==> src/rtl/gcd_unit.sv <==
// gcd_unit: iterative subtraction-based Euclid GCD engine with valid/ready
// handshakes on both the operand and the result side. One subtract or
// compare step is performed per clock.
//
// Optional feature: define GCD_UNIT_CYCLE_COUNT_EN to add the iter_cnt port,
// an 8-bit saturating count of subtraction steps for the last/current job.

// Combinational two's-complement subtractor: diff = a - b, carry = (a >= b).
module gcd_sub #(
  parameter int WIDTH = 4
) (
  input  logic [WIDTH-1:0] a,
  input  logic [WIDTH-1:0] b,
  output logic [WIDTH-1:0] diff,
  output logic             carry
);

  logic [WIDTH:0] sum;

  assign sum   = {1'b0, a} + {1'b0, ~b} + {{WIDTH{1'b0}}, 1'b1};
  assign diff  = sum[WIDTH-1:0];
  assign carry = sum[WIDTH];

endmodule

module gcd_unit #(
  parameter int WIDTH = 4
) (
  input  logic             clk,
  input  logic             rst_n,
  input  logic             in_valid,
  output logic             in_ready,
  input  logic [WIDTH-1:0] a_in,
  input  logic [WIDTH-1:0] b_in,
  output logic             out_valid,
  input  logic             out_ready,
`ifdef GCD_UNIT_CYCLE_COUNT_EN
  output logic [7:0]       iter_cnt,
`endif
  output logic [WIDTH-1:0] gcd_out
);

  typedef enum logic [1:0] {
    IDLE,
    CALC,
    DONE
  } state_t;

  state_t state;
  state_t next_state;

  logic [WIDTH-1:0] ra;
  logic [WIDTH-1:0] rb;
  logic [WIDTH-1:0] res;

  logic [WIDTH-1:0] d;
  logic             c;
  logic [WIDTH-1:0] neg_d;
  logic             equal;
  logic             accept;
  logic             zero_pair;
  logic [WIDTH-1:0] or_pair;

  // ra - rb; the carry tells which operand is larger
  gcd_sub #(.WIDTH(WIDTH)) u_sub (
    .a     (ra),
    .b     (rb),
    .diff  (d),
    .carry (c)
  );

  // rb - ra is the two's-complement negation of the same difference
  assign neg_d     = ~d + {{(WIDTH-1){1'b0}}, 1'b1};
  assign equal     = c && (d == '0);
  assign accept    = in_valid && in_ready;
  assign zero_pair = (a_in == '0) || (b_in == '0);
  assign or_pair   = a_in | b_in;
  assign gcd_out   = res;

  // State register
  always_ff @(posedge clk or negedge rst_n) begin
    if (!rst_n) begin
      state <= IDLE;
    end else begin
      state <= next_state;
    end
  end

  // Next-state decode: accept, finish on equal compare, release on result handshake
  always_comb begin
    next_state = state;
    case (state)
      IDLE:    if (in_valid) next_state = CALC;
      CALC:    if (equal) next_state = DONE;
      DONE:    if (out_ready) next_state = IDLE;
      default: next_state = IDLE;
    endcase
  end

  // Handshake outputs decoded from the state register
  always_comb begin
    in_ready  = (state == IDLE);
    out_valid = (state == DONE);
  end

  // Working registers; a pair containing a zero is loaded as (a|b, a|b) so it
  // finishes on the very first equal compare, giving the same one-step
  // latency as an equal-operand pair and leaving res = a|b
  always_ff @(posedge clk or negedge rst_n) begin
    if (!rst_n) begin
      ra  <= '0;
      rb  <= '0;
      res <= '0;
    end else begin
      case (state)
        IDLE: begin
          if (accept) begin
            if (zero_pair) begin
              ra <= or_pair;
              rb <= or_pair;
            end else begin
              ra <= a_in;
              rb <= b_in;
            end
          end
        end
        CALC: begin
          if (equal) begin
            res <= ra;
          end else if (c) begin
            ra <= d;
          end else begin
            rb <= neg_d;
          end
        end
        default: begin
          res <= res;
        end
      endcase
    end
  end

`ifdef GCD_UNIT_CYCLE_COUNT_EN
  // Step counter: cleared on accept, bumped on each real subtraction, saturating
  always_ff @(posedge clk or negedge rst_n) begin
    if (!rst_n) begin
      iter_cnt <= 8'd0;
    end else if (accept) begin
      iter_cnt <= 8'd0;
    end else if ((state == CALC) && !equal && (iter_cnt != 8'hFF)) begin
      iter_cnt <= iter_cnt + 8'd1;
    end
  end
`endif

endmodule
==> config.mk <==
export PLATFORM = sky130hd
export DESIGN_NAME = gcd_unit
export DESIGN_NICKNAME = d
export VERILOG_FILES = /design/src/rtl/gcd_unit.sv
export SDC_FILE = /design/constraint.sdc
export NUM_CORES = 1
export LEC_CHECK = 0
export BUFFER_PORTS_ARGS = -buffer_cell sky130_fd_sc_hd__buf_2
export CORE_ASPECT_RATIO = 1.4
export CORE_MARGIN = 4
export CORE_UTILIZATION = 45
export DETAILED_ROUTE_END_ITERATION = 8
export HOLD_SLACK_MARGIN = 0.02
export PLACE_DENSITY = 0.76
export SLEW_MARGIN = 20
export SYNTH_ARGS = -nofsm -noshare
export SYNTH_HDL_FRONTEND = slang
export SYNTH_SLANG_ARGS = --single-unit
==> constraint.sdc <==
create_clock -name clk -period 6.18 [get_ports clk]
set_input_delay 0.618 -clock clk [delete_from_list [all_inputs] [get_ports clk]]
set_output_delay 0.618 -clock clk [all_outputs]
set_load 0.01 [all_outputs]
==> impl_metrics.yaml, run 1 <==
status:
  run_status: "finished, final reports clean"
timing:
  drv_slew: 0
  finalSetupViolCount: 0
  rsz_0062_raised_after_global_routing: "false"
  max_freq_mhz: 392
  post-route-period-util_pct: 41.3
  finalSetupTns_ns: 0
  final_hold_viol_count: 0
  timing.max_slew.rel_slack_pct: 34.2
  period_minus_slack_ns: 2.55
  timing_worst_slew_pin_value_ns: 0.985
  worst_setup_skew_after_layout_ns: 0.00104
clocking:
  cts.clk_slew.worst_paths_ns: 0.08
  htree_levels: 1
  root_buffer: "sky130_fd_sc_hd__clkbuf_4"
  cts-root-to-sink-buffers: 2
  clock-sinks: 14
  postCtsSetupBuffers: 0
  tritoncts_clock_tree: "built"
  holdBufCountCts: 0
  cts_resized: 0
  cts_made_buffers: 3
  worstSkewPairLatency_ns: 0.29
layout:
  layout.cells.most_common: "sky130_fd_sc_hd__buf_2"
  regArea_sq_um: 350
  layout.core_utilization_pct: 55.1
  post_layout_net_count: 131
  layout_overhead_on_the_synthesized_area_pct: 13.7
  insertedDiodeCount: 0
  drive_gt1_share_pct: 31.3
  fillerInstances: 201
  stdcell_area_sq_um: 1100
  final_cells: 133
  layout.cells.most_common_list: "sky130_fd_sc_hd__buf_2 (17), sky130_fd_sc_hd__dfrtp_1 (14), sky130_fd_sc_hd__a21oi_1 (10), sky130_fd_sc_hd__nor4b_1 (8)"
  multi_input_area_sq_um: 577
setup_path:
  number_of_buffers_and_inverters_on_the_critical_path: 1
  path_cells: "inv_1 -> ha_1 -> fa_1 -> ha_1 -> o221ai_1 -> a21oi_1 -> and2_1 -> a221o_2 -> mux2_4"
  r2r.worst_path.cells: 9
  critical_path.endpoint_type: "register"
  cp_slowest_stage_delay_ns: 0.49
  worst_ep_arrival_time_ns: 2.73
  critical_path.top_delay_family: "adder cells"
  startpoint_to_endpoint_class_of_the_critical_path: "reg2reg"
  crit_path_start: "ra[0]"
  cp_max_fo: 4
  timing.critical_path.from_type: "register"
  worst_ep_required_ns: 6.36
  crit_path_top_delay_cell: "sky130_fd_sc_hd__fa_1"
  worst-r2r-setup-slack_ns: 3.63
  worstReg2RegStart: "ra[0]"
  dominant_cell_type_by_count_on_the_critical_path: "sky130_fd_sc_hd__ha_1"
  worst_r2r_endpoint: "ra[0]"
placement:
  io_buffers: 17
  dp.cells: 129
  dp_hpwl_microns: 1640
  placed_cell_area_sq_um: 1060
  gp_congestion: 0.813
floorplan:
  num_rows: 19
  die_y_microns: 62.9
  fp.dieW_microns: 47.2
  ioPinCount: 18
  initial_core_util_pct: 48.5
  die_area_sq_um: 2970
  core_footprint_sq_um: 2000
logic_synthesis:
  number_of_nets_produced_by_synthesis: 111
  post-synth-top-area-fraction_pct: 36.2
  ys_dominant_reg_cell: "sky130_fd_sc_hd__dfrtp_1"
  asyncSetResetFlopFracSynth_pct: 100
  yosysSeqAreaShare_pct: 36.2
  yosys-top-cells-area: "sky130_fd_sc_hd__dfrtp_1 (36%), sky130_fd_sc_hd__mux2_2 (8.1%), sky130_fd_sc_hd__nor4b_1 (7.2%)"
  mappedNetlistArea_sq_um: 968
  synth_cell_types: 30
  synth.largest_area_cell: "sky130_fd_sc_hd__dfrtp_1"
  post_synth.cell_area_avg_sq_um: 10.4
  yosys_warnings: 0
  synth_enable_flop_cells: 0
  synth.ff_latch_count: 14
  postSynthCellCount: 93
detailed_routing:
  drt_pre_antenna_iters: 4
  detail-route-antenna-nets: 0
  detailedRoute.firstIterationViolations: 9
  routed-via-count: 768
  drc_errors: 0
  routed_wire_length_per_instance_microns: 15.4
  avgViaCountPerCell: 5.77
  wl_microns: 2040
global_route:
  track_usage_pct: 15.8
  via_count_of_the_first_global_routing_pass: 803
  grt_start_max_net_pins: 18
  globalRouteOverflowTotal: 0
  number_of_antenna_violations_at_the_first_check_in_global_routing: 0
  grt_first_pass_wirelength_microns: 3450
hold_path:
  hold_class: "in2async"
run:
  timing.max_cap.violations: 0
power:
  pwr_density_cell_nw_per_um2: 746
  leakagePower_nw: 0.518
  fin_total_pwr_uw: 822
  power.ir.vdd_worst_mv: 0.307
## power by group
| group | total [mW] | switching, mW | internal (mW) |
|---|---|---|---|
| clock | 0.0668 | 0.0309 | 0.0359 |
| sequential | 0.172 | 0.0298 | 0.142 |
| combinational | 0.583 | 0.264 | 0.319 |
| total | 0.822 | 0.325 | 0.496 |
## cells in the mapped netlist (all sizes together) (2+ instances only)
cell type and number:
inv 7, o21ai 4, xnor2 2, dfrtp 14
nor3 6, nand3 2, nor2b 2, ha 5
nand2 2, nor2 5, nor4b 8, mux2 11
a21oi 10
## flip-flops by register name, summed over array words and instances, names as in the netlist
name / cells
state: 2
rb: 4
gcd_out: 4
ra: 4
## worst max-delay path by stage
stage,slack [ns],cells past startpoint,endpoint
floorplan,3.79,9,ra[0]
global placement,3.70,9,ra[0]
detailed placement,3.66,9,ra[3]
CTS,3.62,9,ra[0]
global route,3.45,9,ra[0]
finish,3.63,9,ra[0]
## worst reg2reg max path, delay by kind of cell (launching register included)
kind / cells / cell delay [ns]
fa+ha+maj: 3 / 0.95
mux: 1 / 0.31
buf+inv: 1 / 0.06
flops: 1 / 0.38
simple gates: 1 / 0.17
compound gates: 3 / 0.57
## layout make-up
cell class                 instances  share of cell area, %
multi-input combinational         70                   52.4
sequential                        14                   31.8
timing repair buffer              17                   7.73
clock buffer                       4                   3.30
inverter                           7                   2.39
tap                               21                   2.39
## metrics by stage
stage	setup WS [ns]	hold WS [ns]
final	3.63	0.210
after detailed placement	3.66	0.494
after global placement	3.70	0.483
after floorplan	3.79	0.322
after CTS	3.62	0.224
after global routing	3.45	0.234
## logic make-up after synthesis
| family | Yosys count | synth area share [%] |
|---|---|---|
| XOR/XNOR | 4 | 5.04 |
| AO/OA/AOI/OAI | 19 | 12.4 |
| multiplexers | 12 | 15.4 |
| AND/OR/NAND/NOR | 29 | 18.2 |
| adder cells (fa/ha/maj) | 6 | 8.53 |
| buffers and inverters | 9 | 4.26 |
| flip-flops | 14 | 36.2 |
## metal layers
metal | GRT usage, % | vias to the layer above | part of all wire (%)
met4 | 7.27 | 0 | 2.3
met1 | 17.3 | 358 | 39
li1 | - | 382 | -
met3 | 2.02 | 6 | 5.2
met5 | 0 | - | 0
met2 | 27.9 | 22 | 53
No activity file was read; power rests on OpenSTA's default activity.
==> run 2, diff against run 1 <==
--- a/config.mk
+++ b/config.mk
@@ -5,6 +5,7 @@
 export SDC_FILE = /design/constraint.sdc
 export NUM_CORES = 1
 export LEC_CHECK = 0
+export ABC_AREA = 1
 export BUFFER_PORTS_ARGS = -buffer_cell sky130_fd_sc_hd__buf_2
 export CORE_ASPECT_RATIO = 1.4
 export CORE_MARGIN = 4
==> constraint.sdc (replaced) <==
create_clock -name clk -period 2.5 [get_ports clk]
set_input_delay 0.25 -clock clk [delete_from_list [all_inputs] [get_ports clk]]
set_output_delay 0.25 -clock clk [all_outputs]
set_load 0.01 [all_outputs]
==> impl_metrics.yaml, run 2 <==
status:
  run_status: "finished, final reports clean"
layout:
  layout.cells.most_common: "sky130_fd_sc_hd__nand2_1"
  regArea_sq_um: 350
  layout.cells.most_common_list: "sky130_fd_sc_hd__nand2_1 (44), sky130_fd_sc_hd__inv_1 (22), sky130_fd_sc_hd__nand3_1 (17), sky130_fd_sc_hd__buf_2 (17), sky130_fd_sc_hd__dfrtp_1 (14)"
  layout.core_utilization_pct: 52.6
  insertedDiodeCount: 0
  fillerInstances: 224
  multi_input_area_sq_um: 554
  drive_gt1_share_pct: 17.4
  post_layout_net_count: 181
  layout_overhead_on_the_synthesized_area_pct: 12.6
timing:
  timing_worst_slew_pin_value_ns: 0.376
  finalSetupViolCount: 0
  drv_slew: 0
  finalSetupTns_ns: 0
  post-route-period-util_pct: 92.1
  final_hold_viol_count: 0
  period_minus_slack_ns: 2.30
  rsz_0062_raised_after_global_routing: "false"
  max_freq_mhz: 434
  timing.max_slew.rel_slack_pct: 74.9
  worst_setup_skew_after_layout_ns: 0.00706
floorplan:
  ioPinCount: 18
  die_y_microns: 63.9
  num_rows: 20
  initial_core_util_pct: 46.7
  fp.dieW_microns: 48.0
  core_footprint_sq_um: 2150
  die_area_sq_um: 3070
global_route:
  globalRouteOverflowTotal: 0
  via_count_of_the_first_global_routing_pass: 1063
  grt_start_max_net_pins: 15
  number_of_antenna_violations_at_the_first_check_in_global_routing: 0
  track_usage_pct: 18.3
  grt_first_pass_wirelength_microns: 4160
logic_synthesis:
  synth.ff_latch_count: 14
  mappedNetlistArea_sq_um: 1010
  synth.largest_area_cell: "sky130_fd_sc_hd__dfrtp_1"
  post-synth-top-area-fraction_pct: 34.8
  ys_dominant_reg_cell: "sky130_fd_sc_hd__dfrtp_1"
  yosysSeqAreaShare_pct: 34.8
  postSynthCellCount: 142
  yosys-top-cells-area: "sky130_fd_sc_hd__dfrtp_1 (35%), sky130_fd_sc_hd__nand2_1 (16%), sky130_fd_sc_hd__nand3_1 (8.5%)"
  number_of_nets_produced_by_synthesis: 160
  yosys_warnings: 0
  yosysMostFrequentCell: "sky130_fd_sc_hd__nand2_1"
  asyncSetResetFlopFracSynth_pct: 100
  synthTopCellsByCount: "sky130_fd_sc_hd__nand2_1 (44), sky130_fd_sc_hd__inv_1 (22), sky130_fd_sc_hd__nand3_1 (17)"
  synth_enable_flop_cells: 0
  post_synth.cell_area_avg_sq_um: 7.08
  synth_cell_types: 24
clocking:
  tritoncts_clock_tree: "built"
  cts_made_buffers: 3
  cts.clk_slew.worst_paths_ns: 0.08
  holdBufCountCts: 1
  postCtsSetupBuffers: 0
  clock-sinks: 14
  htree_levels: 1
  root_buffer: "sky130_fd_sc_hd__clkbuf_4"
  cts-root-to-sink-buffers: 2
  worstSkewPairLatency_ns: 0.28
  cts_resized: 0
setup_path:
  cp_max_fo: 13
  critical_path.endpoint_type: "register"
  r2r.worst_path.cells: 10
  worst-r2r-setup-slack_ns: 0.20
  worst_ep_arrival_time_ns: 2.52
  worst_ep_required_ns: 2.72
  startpoint_to_endpoint_class_of_the_critical_path: "reg2reg"
  crit_path_start: "ra[0]"
  timing.critical_path.from_type: "register"
  worstReg2RegStart: "ra[0]"
hold_path:
  worst_hold_startpoint: "out_ready"
  hold_depth: 2
  hold_class: "in2reg"
detailed_routing:
  wl_microns: 2270
  drc_errors: 0
  detail-route-antenna-nets: 0
  routed_wire_length_per_instance_microns: 12.4
  drt_pre_antenna_iters: 6
  avgViaCountPerCell: 5.43
  routed-via-count: 993
  detailedRoute.firstIterationViolations: 16
power:
  fin_total_pwr_mw: 1.88
  pwr_density_cell_nw_per_um2: 1660
  leakagePower_nw: 0.643
  power_switching_uw: 968
  seq_power_share_pct: 22.0
  p_sw_share_pct: 51.5
  comb_power_share_pct: 71.1
  power.ir.vdd_worst_mv: 0.832
  p_clk_share_pct: 6.9
  cellInternalPower_uw: 910
placement:
  io_buffers: 17
  dp_hpwl_microns: 1870
  gp_congestion: 0.838
run:
  timing.max_cap.violations: 0
[run 2: final timing paths]
check	to
worst max-delay path	ra[0]
worst min-delay path	state[1]
worst max register to register	ra[0]
worst min register to register	gcd_out[2]
max in group asynchronous	ra[0]
min in group asynchronous	ra[1]
[run 2: power groups by stage]
stage	Sequential, mW	Combinational (mW)	Clock, mW
global placement	0.414	1.29	0
CTS	0.415	1.34	0.131
floorplan	0.415	1.06	0
finish	0.414	1.34	0.130
detailed placement	0.419	1.33	0
global route	0.428	1.56	0.148
[run 2: cells by family (layout without fill, tap and decap cells)]
family / after synthesis / in the layout / share of synthesized area [%]
AND/OR/NAND/NOR: 81 / 81 / 35.1
flip-flops: 14 / 14 / 34.8
adder cells (fa/ha/maj): 6 / 6 / 8.21
buffers and inverters: 24 / 43 / 10.1
XOR/XNOR: 1 / 1 / 0.871
AO/OA/AOI/OAI: 16 / 16 / 10.9
[run 2: metrics by stage]
stage	std cells	hold WS, ns	worst slack, ns	instance area, sq um
floorplan	142	-0.0456	0.508	1010
global placement	179	0.157	0.338	1100
detailed placement	179	0.171	0.234	1100
CTS	183	0.139	0.223	1130
global route	183	0.152	0.0121	1130
finish	183	0.141	0.198	1130
[run 2: layout make-up]
class                   count  area share, %
flip-flops and latches     14           30.9
well taps                  22           2.43
clock buffers               3           1.99
inverters                  22           7.29
multi-input cells         104           49.0
repair buffers             18           8.40
[run 2: critical path, cell delays in order, from the launching register on]
cell                      delay, ns
sky130_fd_sc_hd__dfrtp_1       0.36
sky130_fd_sc_hd__inv_1         0.07
sky130_fd_sc_hd__ha_1          0.22
sky130_fd_sc_hd__fa_1          0.54
sky130_fd_sc_hd__ha_1          0.20
sky130_fd_sc_hd__nand3_1       0.10
sky130_fd_sc_hd__nor2_2        0.15
sky130_fd_sc_hd__nand3_2       0.25
sky130_fd_sc_hd__nand2_1       0.23
sky130_fd_sc_hd__nand2_1       0.07
sky130_fd_sc_hd__nand2_1       0.05
[run 2: metal layers]
layer / vias to the layer above / global-route usage, % / routed length (microns)
li1: 498 / - / -
met1: 459 / 18.0 / 878
met2: 28 / 33.8 / 1220
met3: 8 / 1.41 / 89
met4: 0 / 10.1 / 85
met5: - / 0 / 0
